==> src/rtl/game_sequencer.sv <==
`default_nettype none
// ============================================================================
// Module   : game_sequencer
// Purpose  : Frame scheduler for the game datapath. Runs the input-sampling,
//            game-action and display-refresh units in turn through
//            enable/done handshakes. Each frame is padded to a minimum cycle
//            budget, and an optional watchdog bounds every phase.
// Revision : 1.0 - initial release
// ----------------------------------------------------------------------------
// Parameters
//   FRAME_LEN    minimum cycles from one INPUT entry to the next (>= 4)
//   TIMEOUT      maximum cycles per phase before the watchdog fires (>= 2)
// Build option
//   SEQ_WATCHDOG_EN  when defined, adds the phase counter and the watchdog.
//                    When undefined, each phase waits for its done without a
//                    limit and timeout_o is tied to 0.
// Ports
//   clk_i        clock; all logic runs on the rising edge
//   rst_i        synchronous active-high reset
//   run_i        run request; sampled in IDLE and at frame boundaries
//   d_inp_i      input unit done
//   d_act_i      action unit done
//   d_disp_i     display unit done
//   e_inp_o      input unit enable (INPUT only)
//   e_act_o      action unit enable (ACTION only)
//   e_disp_o     display unit enable (DISPLAY only)
//   frame_o      one-cycle pulse after a DISPLAY phase ends
//   frame_cnt_o  completed-frame count, wraps 255 -> 0
//   timeout_o    sticky watchdog flag, cleared only by reset
//   state_o      IDLE=0, INPUT=1, ACTION=2, DISPLAY=3, WAIT=4
// ============================================================================
module game_sequencer #(
   parameter int FRAME_LEN = 16384,
   parameter int TIMEOUT   = 4096
) (
   input  logic       clk_i,
   input  logic       rst_i,
   input  logic       run_i,
   input  logic       d_inp_i,
   input  logic       d_act_i,
   input  logic       d_disp_i,
   output logic       e_inp_o,
   output logic       e_act_o,
   output logic       e_disp_o,
   output logic       frame_o,
   output logic [7:0] frame_cnt_o,
   output logic       timeout_o,
   output logic [2:0] state_o
);

   localparam int              c_TW   = (FRAME_LEN > 1) ? $clog2(FRAME_LEN) : 1;
   localparam logic [c_TW-1:0] c_TMAX = c_TW'(FRAME_LEN - 1);

   typedef enum logic [2:0] {
      ST_IDLE    = 3'd0,
      ST_INPUT   = 3'd1,
      ST_ACTION  = 3'd2,
      ST_DISPLAY = 3'd3,
      ST_WAIT    = 3'd4
   } state_t;

   state_t          r_state;
   state_t          w_next;
   logic [c_TW-1:0] r_timer;
   logic            w_tmr_full;
   logic            w_done;
   logic            w_wd_hit;
   logic            w_adv;
   logic            w_disp_end;
   logic            r_e_inp;
   logic            r_e_act;
   logic            r_e_disp;
   logic            r_frame;
   logic [7:0]      r_frame_cnt;

   assign w_tmr_full = (r_timer == c_TMAX);

   // Only the done of the unit that owns the current phase is seen.
   always_comb begin
      w_done = 1'b0;
      case (r_state)
         ST_INPUT:   w_done = d_inp_i;
         ST_ACTION:  w_done = d_act_i;
         ST_DISPLAY: w_done = d_disp_i;
         default:    w_done = 1'b0;
      endcase
   end

`ifdef SEQ_WATCHDOG_EN
   localparam int              c_PW   = $clog2(TIMEOUT);
   localparam logic [c_PW-1:0] c_PMAX = c_PW'(TIMEOUT - 1);

   logic [c_PW-1:0] r_phase;
   logic            r_timeout;
   logic            w_fire;

   // The phase counter stays 0 in IDLE and WAIT and TIMEOUT >= 2, so a hit
   // can only occur in one of the three handshake phases.
   assign w_wd_hit = (r_phase == c_PMAX);
   // A done arriving on the expiry cycle wins; the flag is not raised.
   assign w_fire   = w_wd_hit & ~w_done;

   always_ff @(posedge clk_i) begin
      if (rst_i) begin
         r_phase   <= '0;
         r_timeout <= 1'b0;
      end else begin
         if (w_next != r_state) begin
            r_phase <= '0;
         end else if ((r_state == ST_INPUT) || (r_state == ST_ACTION) ||
                      (r_state == ST_DISPLAY)) begin
            r_phase <= r_phase + c_PW'(1);
         end
         if (w_fire) begin
            r_timeout <= 1'b1;
         end
      end
   end

   assign timeout_o = r_timeout;
`else
   assign w_wd_hit  = 1'b0;
   assign timeout_o = 1'b0;
`endif

   // An expired watchdog moves the FSM on exactly as a done would.
   assign w_adv = w_done | w_wd_hit;

   always_comb begin
      w_next     = r_state;
      w_disp_end = 1'b0;
      case (r_state)
         ST_IDLE: begin
            if (run_i) w_next = ST_INPUT;
         end
         ST_INPUT: begin
            if (w_adv) w_next = ST_ACTION;
         end
         ST_ACTION: begin
            if (w_adv) w_next = ST_DISPLAY;
         end
         ST_DISPLAY: begin
            if (w_adv) begin
               w_disp_end = 1'b1;
               // Budget already used up: skip WAIT and start the next frame.
               if (w_tmr_full) begin
                  if (run_i) w_next = ST_INPUT;
                  else       w_next = ST_IDLE;
               end else begin
                  w_next = ST_WAIT;
               end
            end
         end
         ST_WAIT: begin
            if (w_tmr_full) begin
               if (run_i) w_next = ST_INPUT;
               else       w_next = ST_IDLE;
            end
         end
         default: w_next = ST_IDLE;
      endcase
   end

   // Enables are registered from the next state so they line up with
   // state_o and hand off on a single edge with no gap or overlap.
   always_ff @(posedge clk_i) begin
      if (rst_i) begin
         r_state     <= ST_IDLE;
         r_timer     <= '0;
         r_e_inp     <= 1'b0;
         r_e_act     <= 1'b0;
         r_e_disp    <= 1'b0;
         r_frame     <= 1'b0;
         r_frame_cnt <= 8'd0;
      end else begin
         r_state  <= w_next;
         r_e_inp  <= (w_next == ST_INPUT);
         r_e_act  <= (w_next == ST_ACTION);
         r_e_disp <= (w_next == ST_DISPLAY);
         r_frame  <= w_disp_end;
         if (w_disp_end) begin
            r_frame_cnt <= r_frame_cnt + 8'd1;
         end
         // The INPUT entry edge is timer value 0; the timer then counts up
         // and saturates so the frame-boundary compare stays valid.
         if ((w_next == ST_INPUT) && (r_state != ST_INPUT)) begin
            r_timer <= '0;
         end else if ((r_state != ST_IDLE) && !w_tmr_full) begin
            r_timer <= r_timer + c_TW'(1);
         end
      end
   end

   assign e_inp_o     = r_e_inp;
   assign e_act_o     = r_e_act;
   assign e_disp_o    = r_e_disp;
   assign frame_o     = r_frame;
   assign frame_cnt_o = r_frame_cnt;
   assign state_o     = r_state;

endmodule
`default_nettype wire

==> config.mk <==
export PLATFORM = sky130hd
export DESIGN_NAME = game_sequencer
export DESIGN_NICKNAME = d
export VERILOG_FILES = /design/src/rtl/game_sequencer.sv
export SDC_FILE = /design/constraint.sdc
export NUM_CORES = 1
export LEC_CHECK = 0
export CORE_ASPECT_RATIO = 0.7
export CORE_MARGIN = 2
export CORE_UTILIZATION = 50
export DETAILED_ROUTE_END_ITERATION = 6
export HOLD_SLACK_MARGIN = 0.05
export PLACE_DENSITY = 0.75
export RECOVER_POWER = 100
export SLEW_MARGIN = 15
export SYNTH_ARGS = -nofsm -noshare
export SYNTH_HDL_FRONTEND = slang
export SYNTH_SLANG_ARGS = --single-unit
==> constraint.sdc <==
create_clock -name clk_i -period 2.6 [get_ports clk_i]
set_input_delay 0.78 -clock clk_i [delete_from_list [all_inputs] [get_ports clk_i]]
set_output_delay 0.78 -clock clk_i [all_outputs]
set_load 0.02 [all_outputs]
After elaboration in Yosys (flattened, before gate mapping)
Index checks and enable logic that the tools add are counted.
{ "word_totals": {"ff_bits": 29, "input_bits": 6, "word_cells": 35, "out_inout_bits": 16} }
{ "op_classes": {"add_sub_neg": 2, "n_reduce_logical": 6, "eq_ne": 9, "muxes": 11} }
{ "op_table": {"columns": ["op", "n"], "rows": [
  ["2-to-1 mux 3 bit", 6],
  ["case mux 3 bit (5 select lines)", 1],
  ["adder 14 x 1 -> 14 bit, second input constant", 1],
  ["== test 14 bit, second input constant", 1],
  ["== test 3 x 2 -> 1 bit, second input constant", 4],
  ["adder 8 x 1 -> 8 bit, second input constant", 1],
  ["== test 3 x 1 -> 1 bit, second input constant", 2],
  ["== test 3 bit, second input constant", 1],
  ["zero test 3 bit", 1],
  ["2-to-1 mux 1 bit", 3],
  ["inequality test 3 x 1 -> 1 bit, second input constant", 1],
  ["case mux 1 bit (3 select lines)", 1],
  ["nonzero test 3 bit", 1],
  ["logical AND 1 bit", 2],
  ["OR reduction 2 bit", 1],
  ["zero test 1 bit", 1]
]} }

Longest topological paths before layout
Gate-level depths: netlist of run 1.
{ "logic_depth": {"ltp_word": 7, "ltp_mapped": 8, "mapped_depth_nobuf": 6} }

Worst setup path before layout of run 1
No wires, ideal clock.
{ "synth_timing": {"path_type": "input to register", "start": "in d_disp_i", "end": "reg r_timer[6]", "setup_time_ps": 117, "path_buffers": 2, "setup_slack_ps": 697, "t_arrival_ps": 1786, "required_time_ps": 2483, "stages": 7, "path_cell_list": "and4b_1 buf_2 a21oi_1 o221ai_2 o21bai_4 buf_8 nor2_2"} }
{ "synth_via": {"elab_chain_len": 6, "word_cells_on_any_way": 8, "classes_between": "eq/ne: 1; mux: 5; reduce/logical: 2"} }
{ "synth_rtl": {"columns": ["element", "line_no", "rtl"], "rows": [
  ["start, declared", "41", "input logic d_disp_i,"],
  ["case mux 1 bit (3 select lines) (*)", "81", "case (r_state)"],
  ["2-to-1 mux 3 bit (on tied branches)", "143, 137, 140", null],
  ["case mux 3 bit (5 select lines) (*)", "132", "case (r_state)"],
  ["== test 3 x 1 -> 1 bit (*)", "186", "if ((w_next == ST_INPUT) && (r_state != ST_INPUT)) begin"],
  ["logical AND 1 bit (*)", "186", null],
  ["OR reduction 2 bit (no line) (*)", null, null],
  ["end signal, assigned", "189", "r_timer <= r_timer + c_TW'(1);"],
  ["end, declared", "64", "logic [c_TW-1:0] r_timer;"]
]} }
Every way passes the cells marked *; elsewhere a longest branch is shown, timed or not.
A chain may end at the register's enable or synchronous reset.

Worst setup path after layout of run 1
{ "layout_timing": {"start": "in d_disp_i", "end": "reg r_timer[11]"} }
The elaborated chain is that of the path after synthesis.

==> metrics.md, run 1 <==
| Metric | Value |
|---|---|
| TritonCTS clock tree | yes |
| Number of buffers created by CTS | 5 |
| Number of cells traversed by the worst register-to-register path | 7 |
| Die Y-Extent | 48.5 um |
| Number of resized instances in the post-cts repair step | 0 |
| TNS Setup | 0 ps |
| Max Root-Sink Buffers | 2 |
| Leak pwr | approximately 0.64 nW |
| Net count reported at finish | about 180 |
| Normalized max-slew margin | 0.602 |
| Max-cap violations | 0 |
| First-pass detailed-route iteration total | 4 |
| Register bit total from synthesis | 29 |
| Vias in the first global route | between 1000 and 1500 |
| Minimum setup slack in the final design | 247 ps |
| Count of H-tree levels built during CTS | 2 |
| Number of synthesized flops with an enable pin | 0 |
| Areal power density over the cells | 557 nW/um^2 |
| Worst Hold Class | flop to flop |
| Unrepaired setup endpoints after global routing | no |
| VDD IR max | approximately 360 uV |
| Port buffer count | 20 |
| Syn Std Cell Area | approximately 1400 um^2 |
| CTS Hold Bufs | 0 |
| Largest delay share family, worst path | compound AO/OA/AOI/OAI gates |
| Final Setup Violations | 0 |
| Master cell of the clock root buffer | clkbuf_8 |
| Number of design rule violations left after detail routing | 0 |
| Library cell with the highest instance count after synthesis | dfxtp_1 |
| Total detailed-routing wirelength | 2750 um |
| Worst slack, placed | about 180 ps |
| Number of inserted filler cells in the final layout | approximately 220 |
| Final cycle utilization of the critical path | 0.905 |
| Leading post-synthesis cells by cell area | dfxtp_1 41%, xnor2_1 5.6%, xor2_1 5.6% |
| Clock Skews | around 4.5 ps |
| Gr usage total | 0.191 |
| Antenna violations before repair | 0 |
| Vias post-DR | 1119 |
| Clk Latency, worst-skew pair | roughly 280 ps |
| FP Rows | 16 |
| Width of the die | ~68 um |
| Proportion of synthesized chip area in sequential cells | 0.410 |
| Standard cell with the maximum stage delay on the critical path | dlygate4sd3_1 |
| GR Overflow Total | 0 |
| Drt wl/cell | between 10 and 15 um |
| Cell variety after synth | 47 |
| Layout cell share with drive strength beyond 1 | 0.127 |
| Ordered list of cells on the worst path | dlygate4sd3_1 -> nand2_1 -> a311o_1 -> a31oi_1 -> o21bai_4 -> buf_12 -> nor2_1 |
| Detailed placer's ending HPWL | about 2000 um |
| Area Growth Syn to Fin | 20.2% |
| Area inside the core boundary | 2740 um^2 |
| Outcome | finished clean |
| Num ports | 22 |
| Synthesized netlist cell count | approximately 150 |
| Maximum number of pins on one net before global-route repair | 14 |
| Hold depth | 2 |
| Effective utilization at floorplan | 0.516 |
| Post-DR vias/cell | approximately 5.4 |
| Weighted congestion at the end of routability-driven global placement | just under 0.9 |
| Maximum clock frequency | around 430 MHz |
| Final Hold Fails | 0 |
| Number of warning messages in the yosys log | 0 |
| Leading area contributor after synthesis | dfxtp_1 |
| First-pass GRT wire length | between 4000 and 5000 um |
| Dominant register cell in the synthesized netlist | dfxtp_1 |
| Final core occ | 0.620 |
| DR iter-0 viols | 53 |
| Count of antenna-violating nets left after detailed routing | 0 |
| Max stage delay on crit path | roughly 570 ps |
| CTS clk-pin slew, worst paths | roughly 60 ps |
| Critical Path Start Type | input pin |
| Power, Total | roughly 950 uW |
| Time the final worst path needs with I/O delays and setup | roughly 2400 ps |
| Critical path capture point type | flop |
| Critical path data required time | 2810 ps |
| Total number of cells along the worst setup path | 7 |
| Mean area per synthesized cell | 9.56 um^2 |
| Full die area | about 3300 um^2 |
| Ranking of synthesized cells by instance count | 29 x dfxtp_1, 18 x nor2_1, 10 x nor2_2 |
| Max Transition Viols Final | 0 |
| Number of nets in the synthesized netlist | ~160 |
| Num Clock Sinks | 29 |
| Post-CTS setup-driven buffer insertion count | 0 |
| Path type of the worst setup path | input pin to flop |
| Post-synth ARST share | 0 |
| Critical path peak fanout | 10 |
| Ant. Diodes | 0 |
| Post-synth top area share | 0.410 |
| Total buffers and inverters traversed by the critical path | 2 |
| Measured slew at the worst slew-check pin | slightly below 600 ps |
| Crit path DAT | about 2600 ps |
where the power goes:
| group | switching (mW) | internal (mW) |
|---|---|---|
| registers | 0.0133 | 0.455 |
| logic | 0.0589 | 0.0527 |
| clock network | 0.158 | 0.209 |
| total | 0.231 | 0.717 |
flip-flops by register name, indices dropped and copies added, names as in the netlist:
name / count
frame_cnt_o: 8
frame_o: 1
e_inp_o: 1
state_o: 3
e_disp_o: 1
e_act_o: 1
r_timer: 14
layer usage:
metal | GRT usage | up-vias | share of wire
met5 | 0 | - | 0
met4 | 0.0408 | 0 | 0.0076
met3 | 0.0837 | 3 | 0.058
met2 | 0.279 | 26 | 0.43
met1 | 0.263 | 523 | 0.51
li1 | - | 567 | -
logic make-up after synthesis:
group / Yosys count / synth area share
DFF: 29 / 0.410
other: 1 / 0.00265
adders and majority gates: 2 / 0.0177
AOI/OAI and AO/OA: 17 / 0.110
buffers and inverters: 7 / 0.0336
and+or+nand+nor: 73 / 0.308
xor gates and xnor gates: 18 / 0.111
muxes: 1 / 0.00707
per-stage QoR:
step	hold slack [ps]	instance area [um^2]	cells
after floorplan	484	1420	148
after global placement	494	1660	202
after detailed placement	509	1660	202
after CTS	523	1750	209
after global routing	565	1700	209
final	510	1700	209
worst register-to-register path, stage by stage, from the launching register on:
cell	delay [ps]
dfxtp_1	390
ha_1	210
nand3_2	200
nor4_4	470
a31oi_1	280
o21bai_4	270
buf_12	160
nor2_1	50
cell type report:
cell class / count / area (um^2) / share of cell area
Clock buffer: 7 / 86.3 / 0.0508
Tap cell: 36 / 45.0 / 0.0265
Timing Repair Buffer: 24 / 235 / 0.138
Multi-Input combinational cell: 112 / 749 / 0.441
Inverter: 1 / 3.75 / 0.00221
Sequential cell: 29 / 581 / 0.341
cell usage in the layout (no fill, tap or decap), types with 2 or more instances in the layout:
master | Yosys | routed
clkbuf_1 | 1 | 3
and3_1 | 3 | 3
clkbuf_8 | 0 | 6
a21oi_1 | 2 | 2
nand3_1 | 6 | 6
xnor2_1 | 9 | 9
nor4_1 | 2 | 2
ha_1 | 2 | 2
nand2_1 | 7 | 7
nand3_2 | 3 | 3
nand4_1 | 4 | 4
o21ai_0 | 4 | 4
xor2_1 | 9 | 9
dlygate4sd3_1 | 0 | 17
clkdlybuf4s50_1 | 0 | 3
nor2_1 | 18 | 27
o2111ai_1 | 2 | 2
nor3_1 | 5 | 5
dfxtp_1 | 29 | 29
worst paths after layout:
| check | endpoint | slack, ps | startpoint |
|---|---|---|---|
| hold / removal | frame_cnt_o[7]$_SDFFE_PP0P_ | 510 | frame_cnt_o[7]$_SDFFE_PP0P_ |
| hold reg to reg | frame_cnt_o[7]$_SDFFE_PP0P_ | 510 | frame_cnt_o[7]$_SDFFE_PP0P_ |
| setup reg to reg | r_timer[11]$_SDFFE_PP0P_ | 470 | r_timer[0]$_SDFFE_PP0P_ |
| setup / recovery | r_timer[11]$_SDFFE_PP0P_ | 250 | d_disp_i |
(Power assumes the default switching activity.)
==> inputs of run 2 (changes only) <==
--- a/config.mk
+++ b/config.mk
@@ -12,7 +12,7 @@
 export HOLD_SLACK_MARGIN = 0.05
 export PLACE_DENSITY = 0.75
 export RECOVER_POWER = 100
-export SLEW_MARGIN = 15
+export SLEW_MARGIN = 0
 export SYNTH_ARGS = -nofsm -noshare
 export SYNTH_HDL_FRONTEND = slang
 export SYNTH_SLANG_ARGS = --single-unit
==> results of run 2 <==
Final layout, timing and power as in run 1 (identical DEF).
